[config.mk]
export PLATFORM = sky130hd
export DESIGN_NAME = lfsr8
export DESIGN_NICKNAME = d
export VERILOG_FILES = /design/src/rtl/keypad_pkg.sv /design/src/rtl/lfsr8.sv
export SDC_FILE = /design/constraint.sdc
export NUM_CORES = 1
export LEC_CHECK = 0
export BUFFER_PORTS_ARGS = -buffer_cell sky130_fd_sc_hd__clkbuf_2
export CELL_PAD_IN_SITES_DETAIL_PLACEMENT = 0
export CELL_PAD_IN_SITES_GLOBAL_PLACEMENT = 2
export CORE_AREA = 2 2 39 41
export CTS_CLUSTER_DIAMETER = 100
export DETAILED_ROUTE_END_ITERATION = 10
export DIE_AREA = 0 0 41 43
export PLACE_DENSITY = 0.76
export SLEW_MARGIN = 20
export SYNTH_ARGS = -nofsm -noshare
export SYNTH_HDL_FRONTEND = slang
export SYNTH_SLANG_ARGS = --single-unit
[constraint.sdc]
create_clock -name clk -period 2 [get_ports clk]
set_input_delay 0.6 -clock clk [delete_from_list [all_inputs] [get_ports clk]]
set_output_delay 0.6 -clock clk [all_outputs]
set_load 0.03 [all_outputs]
[src/rtl/keypad_pkg.sv]
// rtl/keypad_pkg.sv - shared types, key map lookups and LFSR taps for the keypad model
package keypad_pkg;

  typedef enum logic [1:0] {
    ST_IDLE           = 2'd0,
    ST_BOUNCE_PRESS   = 2'd1,
    ST_HELD           = 2'd2,
    ST_BOUNCE_RELEASE = 2'd3
  } state_e;

  // x^8 + x^6 + x^5 + x^4 + 1 as a Fibonacci tap mask over bits 7,5,4,3
  localparam logic [7:0] LFSR_TAPS = 8'hB8;

  // Rows: 1 2 3 A / 4 5 6 B / 7 8 9 C / E 0 F D
  function automatic logic [1:0] key_row(input logic [3:0] key);
    logic [1:0] row;
    case (key)
      4'h1, 4'h2, 4'h3, 4'hA: row = 2'd0;
      4'h4, 4'h5, 4'h6, 4'hB: row = 2'd1;
      4'h7, 4'h8, 4'h9, 4'hC: row = 2'd2;
      default:                row = 2'd3;
    endcase
    return row;
  endfunction

  function automatic logic [1:0] key_col(input logic [3:0] key);
    logic [1:0] col;
    case (key)
      4'h1, 4'h4, 4'h7, 4'hE: col = 2'd0;
      4'h2, 4'h5, 4'h8, 4'h0: col = 2'd1;
      4'h3, 4'h6, 4'h9, 4'hF: col = 2'd2;
      default:                col = 2'd3;
    endcase
    return col;
  endfunction

endpackage

[src/rtl/lfsr8.sv]
// rtl/lfsr8.sv - free-running 8-bit Fibonacci LFSR used as the contact chatter source
module lfsr8
  import keypad_pkg::*;
(
  input  logic       clk,
  input  logic       reset,
  input  logic [7:0] seed,
  output logic [7:0] q
);

  logic [7:0] q_q;
  logic [7:0] q_d;

  always_comb begin
    q_d = {q_q[6:0], ^(q_q & LFSR_TAPS)};
  end

  // An all-zero state would lock up, so a zero seed is promoted to 1.
  always_ff @(posedge clk) begin
    if (reset) begin
      q_q <= (seed == 8'h00) ? 8'h01 : seed;
    end else begin
      q_q <= q_d;
    end
  end

  assign q = q_q;

endmodule

==> metrics.txt <==
# TYPE chip_impl_metric gauge
chip_impl_metric{name="path_clk_slew",unit="ns"} 0.06
chip_impl_metric{name="hold_slack",unit="ns"} 0.484
chip_impl_metric{name="synth_seq_area_share",unit="%"} 54.0
chip_impl_info{name="grt_setup_unrepaired",value="no"} 1
chip_impl_metric{name="ctsResizeCount",unit=""} 0
chip_impl_metric{name="rows",unit=""} 14
chip_impl_metric{name="max-cap-violations",unit=""} 0
chip_impl_metric{name="maximum_number_of_pins_on_one_net_before_global_route_repair",unit=""} 9
chip_impl_info{name="slowest_stage",value="dfxtp_1"} 1
chip_impl_metric{name="largest_register_ff_count",unit=""} 8
chip_impl_metric{name="final_core_utilization",unit="%"} 30.3
chip_impl_metric{name="remaining_drc_errors",unit=""} 0
chip_impl_metric{name="finalWorstPathRequiredPeriod",unit="ns"} 1.43
chip_impl_metric{name="power.density_cell_area",unit="nW/um^2"} 1070
chip_impl_metric{name="cts_made_buffers",unit=""} 3
chip_impl_metric{name="initial_utilization",unit="%"} 21.4
chip_impl_metric{name="gpl.final_weighted_congestion",unit=""} 0.613
chip_impl_info{name="kind_of_start_point_of_the_critical_path",value="register"} 1
chip_impl_metric{name="detail_route.first_pass.iterations",unit=""} 1
chip_impl_metric{name="grt_pass1_vias",unit=""} 253
chip_impl_metric{name="numPlacedInstances",unit=""} 55
chip_impl_metric{name="number_of_antenna_violations_at_the_first_check_in_global_routing",unit=""} 0
chip_impl_metric{name="viasPerCell",unit=""} 4.43
chip_impl_metric{name="remaining_max_slew_budget_at_the_tightest_pin",unit="%"} 85.7
chip_impl_metric{name="period_share",unit="%"} 71.5
chip_impl_metric{name="power_leakage",unit="nW"} 0.199
chip_impl_metric{name="synthesis.area",unit="sq um"} 297
chip_impl_info{name="run_status",value="completed"} 1
chip_impl_info{name="library_cell_used_as_clock_root_buffer",value="clkbuf_4"} 1
chip_impl_metric{name="ios",unit=""} 18
chip_impl_metric{name="worst-endpoint-required",unit="ns"} 1.40
chip_impl_metric{name="synthesis.yosys.warnings",unit=""} 0
chip_impl_metric{name="worstPathArrival",unit="ns"} 0.83
chip_impl_info{name="tritoncts",value="built"} 1
chip_impl_metric{name="dieWidth",unit="um"} 41
chip_impl_metric{name="syn_avg_cell_area",unit="sq um"} 12.9
chip_impl_metric{name="syn_inst",unit=""} 23
chip_impl_metric{name="layout.cells.non_filler",unit=""} 58
chip_impl_metric{name="n_fill_cell",unit=""} 146
chip_impl_info{name="worst_min_delay_path_class",value="reg2reg"} 1
chip_impl_metric{name="multi_input_comb_area",unit="sq um"} 131
chip_impl_info{name="path_class",value="reg2out"} 1
chip_impl_metric{name="setup_viol_count_final",unit=""} 0
chip_impl_metric{name="critical_path_buf_inv_count",unit=""} 1
chip_impl_metric{name="placement.io_buffers",unit=""} 17
chip_impl_metric{name="number_of_register_bits_inferred_by_synthesis",unit=""} 8
chip_impl_info{name="crit_path_cell_trace",value="clkbuf_2"} 1
chip_impl_metric{name="cts_max_level",unit=""} 1
chip_impl_metric{name="avgRoutedWirePerCell",unit="um"} 11.6
chip_impl_metric{name="synth.distinct_cells",unit=""} 9
chip_impl_metric{name="detail_route.wirelength",unit="um"} 674
chip_impl_metric{name="cts.sink_count",unit=""} 8
chip_impl_metric{name="timing.critical_path.fanout_max",unit=""} 3
chip_impl_metric{name="timing.final.hold_violations",unit=""} 0
chip_impl_metric{name="antenna_cells",unit=""} 0
chip_impl_metric{name="finClkSkew",unit="ns"} 0.00346
chip_impl_metric{name="cts.path.max_buffers",unit=""} 2
chip_impl_metric{name="clock_latency",unit="ns"} 0.26
chip_impl_metric{name="postCtsHoldBufs",unit=""} 0
chip_impl_metric{name="post-cts-setup-buffers",unit=""} 0
chip_impl_metric{name="design.final.nets",unit=""} 54
chip_impl_metric{name="mappedNetlistNets",unit=""} 33
chip_impl_metric{name="grt_overflow_total",unit=""} 0
chip_impl_metric{name="seq_area",unit="sq um"} 160
chip_impl_metric{name="dr.first_iter.drc_count",unit=""} 0
chip_impl_metric{name="core_area",unit="sq um"} 1380
chip_impl_metric{name="setup_tns",unit="ns"} 0
chip_impl_metric{name="slowest_delay",unit="ns"} 0.36
chip_impl_metric{name="syn_to_final_growth",unit="%"} 41.4
chip_impl_metric{name="wire_length_of_the_first_global_routing_pass",unit="mm"} 1.07
chip_impl_metric{name="vias",unit=""} 257
chip_impl_metric{name="groute.usage.overall",unit="%"} 9.88
chip_impl_metric{name="fmax",unit="GHz"} 0.699
chip_impl_metric{name="ant_nets",unit=""} 0
chip_impl_metric{name="die_h",unit="um"} 43
chip_impl_metric{name="finalMaxSlewViolations",unit=""} 0
chip_impl_metric{name="transition_time_of_the_tightest_slew_check_pin",unit="ns"} 0.213
chip_impl_metric{name="ir_worst_vdd",unit="V"} 0.000321
chip_impl_info{name="largest_delay_contributor_family_on_the_critical_path",value="flip-flops"} 1
chip_impl_metric{name="layout-drive-gt1-share",unit="%"} 64.3
chip_impl_metric{name="area_of_the_die",unit="sq um"} 1760
chip_impl_info{name="end_kind",value="output pin"} 1
## kinds of logic (layout without fill, tap and decap cells)
group | count (synthesis) | count (layout) | share of synthesized area, %
buffers and inverters | 1 | 20 | 1.69
DFF | 8 | 8 | 54.0
and+or+nand+nor | 2 | 2 | 3.80
muxes | 8 | 8 | 30.0
xor gates and xnor gates | 3 | 3 | 8.86
AOI/OAI and AO/OA | 1 | 1 | 1.69
## cells in the mapped netlist
cell type	count	area share, %
xor2_1	2	5.9
nor4_1	1	2.1
xnor2_1	1	3.0
dfxtp_1	8	54
mux2i_1	1	3.4
mux2_2	7	27
buf_2	1	1.7
nor3_1	1	1.7
a21oi_1	1	1.7
## final timing paths
kind              cells past startpoint  start    to  slack, ns
setup / recovery                      1   q[5]  q[5]       0.57
hold / removal                        1   q[0]  q[1]       0.48
setup reg to reg                      3   q[3]  q[0]       1.10
hold reg to reg                       1   q[0]  q[1]       0.48
## area by class of cell
cell class / count / share of cell area [%]
flip-flops and latches: 8 / 38.2
multi-input cells: 14 / 31.3
repair buffers: 17 / 20.3
clock buffers: 3 / 5.37
well taps: 16 / 4.78
## layer usage
metal / up-vias / track usage, % / share of wire [%]
met2: 21 / 11.3 / 36
met3: 5 / 8.38 / 16
met5: - / 0 / 0
met1: 110 / 12.1 / 45
li1: 121 / - / -
met4: 0 / 6.00 / 2.8
## power by group
part / total [mW] / switching, mW / internal [mW]
Clock: 0.125 / 0.0558 / 0.0687
Sequential: 0.198 / 0.0141 / 0.184
Combinational: 0.124 / 0.0764 / 0.0479
## placed cells by master (no fill, tap or decap)
cell type and instances:
a21oi_1 1, clkbuf_2 17, clkbuf_4 3, dfxtp_1 8, mux2_2 7, mux2i_1 1, nor3_1 1, nor4_1 1
xnor2_1 1, xor2_1 2
## stage by stage
step / cell area (sq um) / power [mW] / worst slack, ns
4_1_cts: 419 / 0.455 / 0.552
3_5_place_dp: 397 / 0.327 / 0.718
3_3_place_gp: 397 / 0.328 / 0.709
6_report: 419 / 0.447 / 0.569
2_1_floorplan: 297 / 0.286 / 0.779
5_1_grt: 419 / 0.478 / 0.511
(Power assumes the default switching activity.)
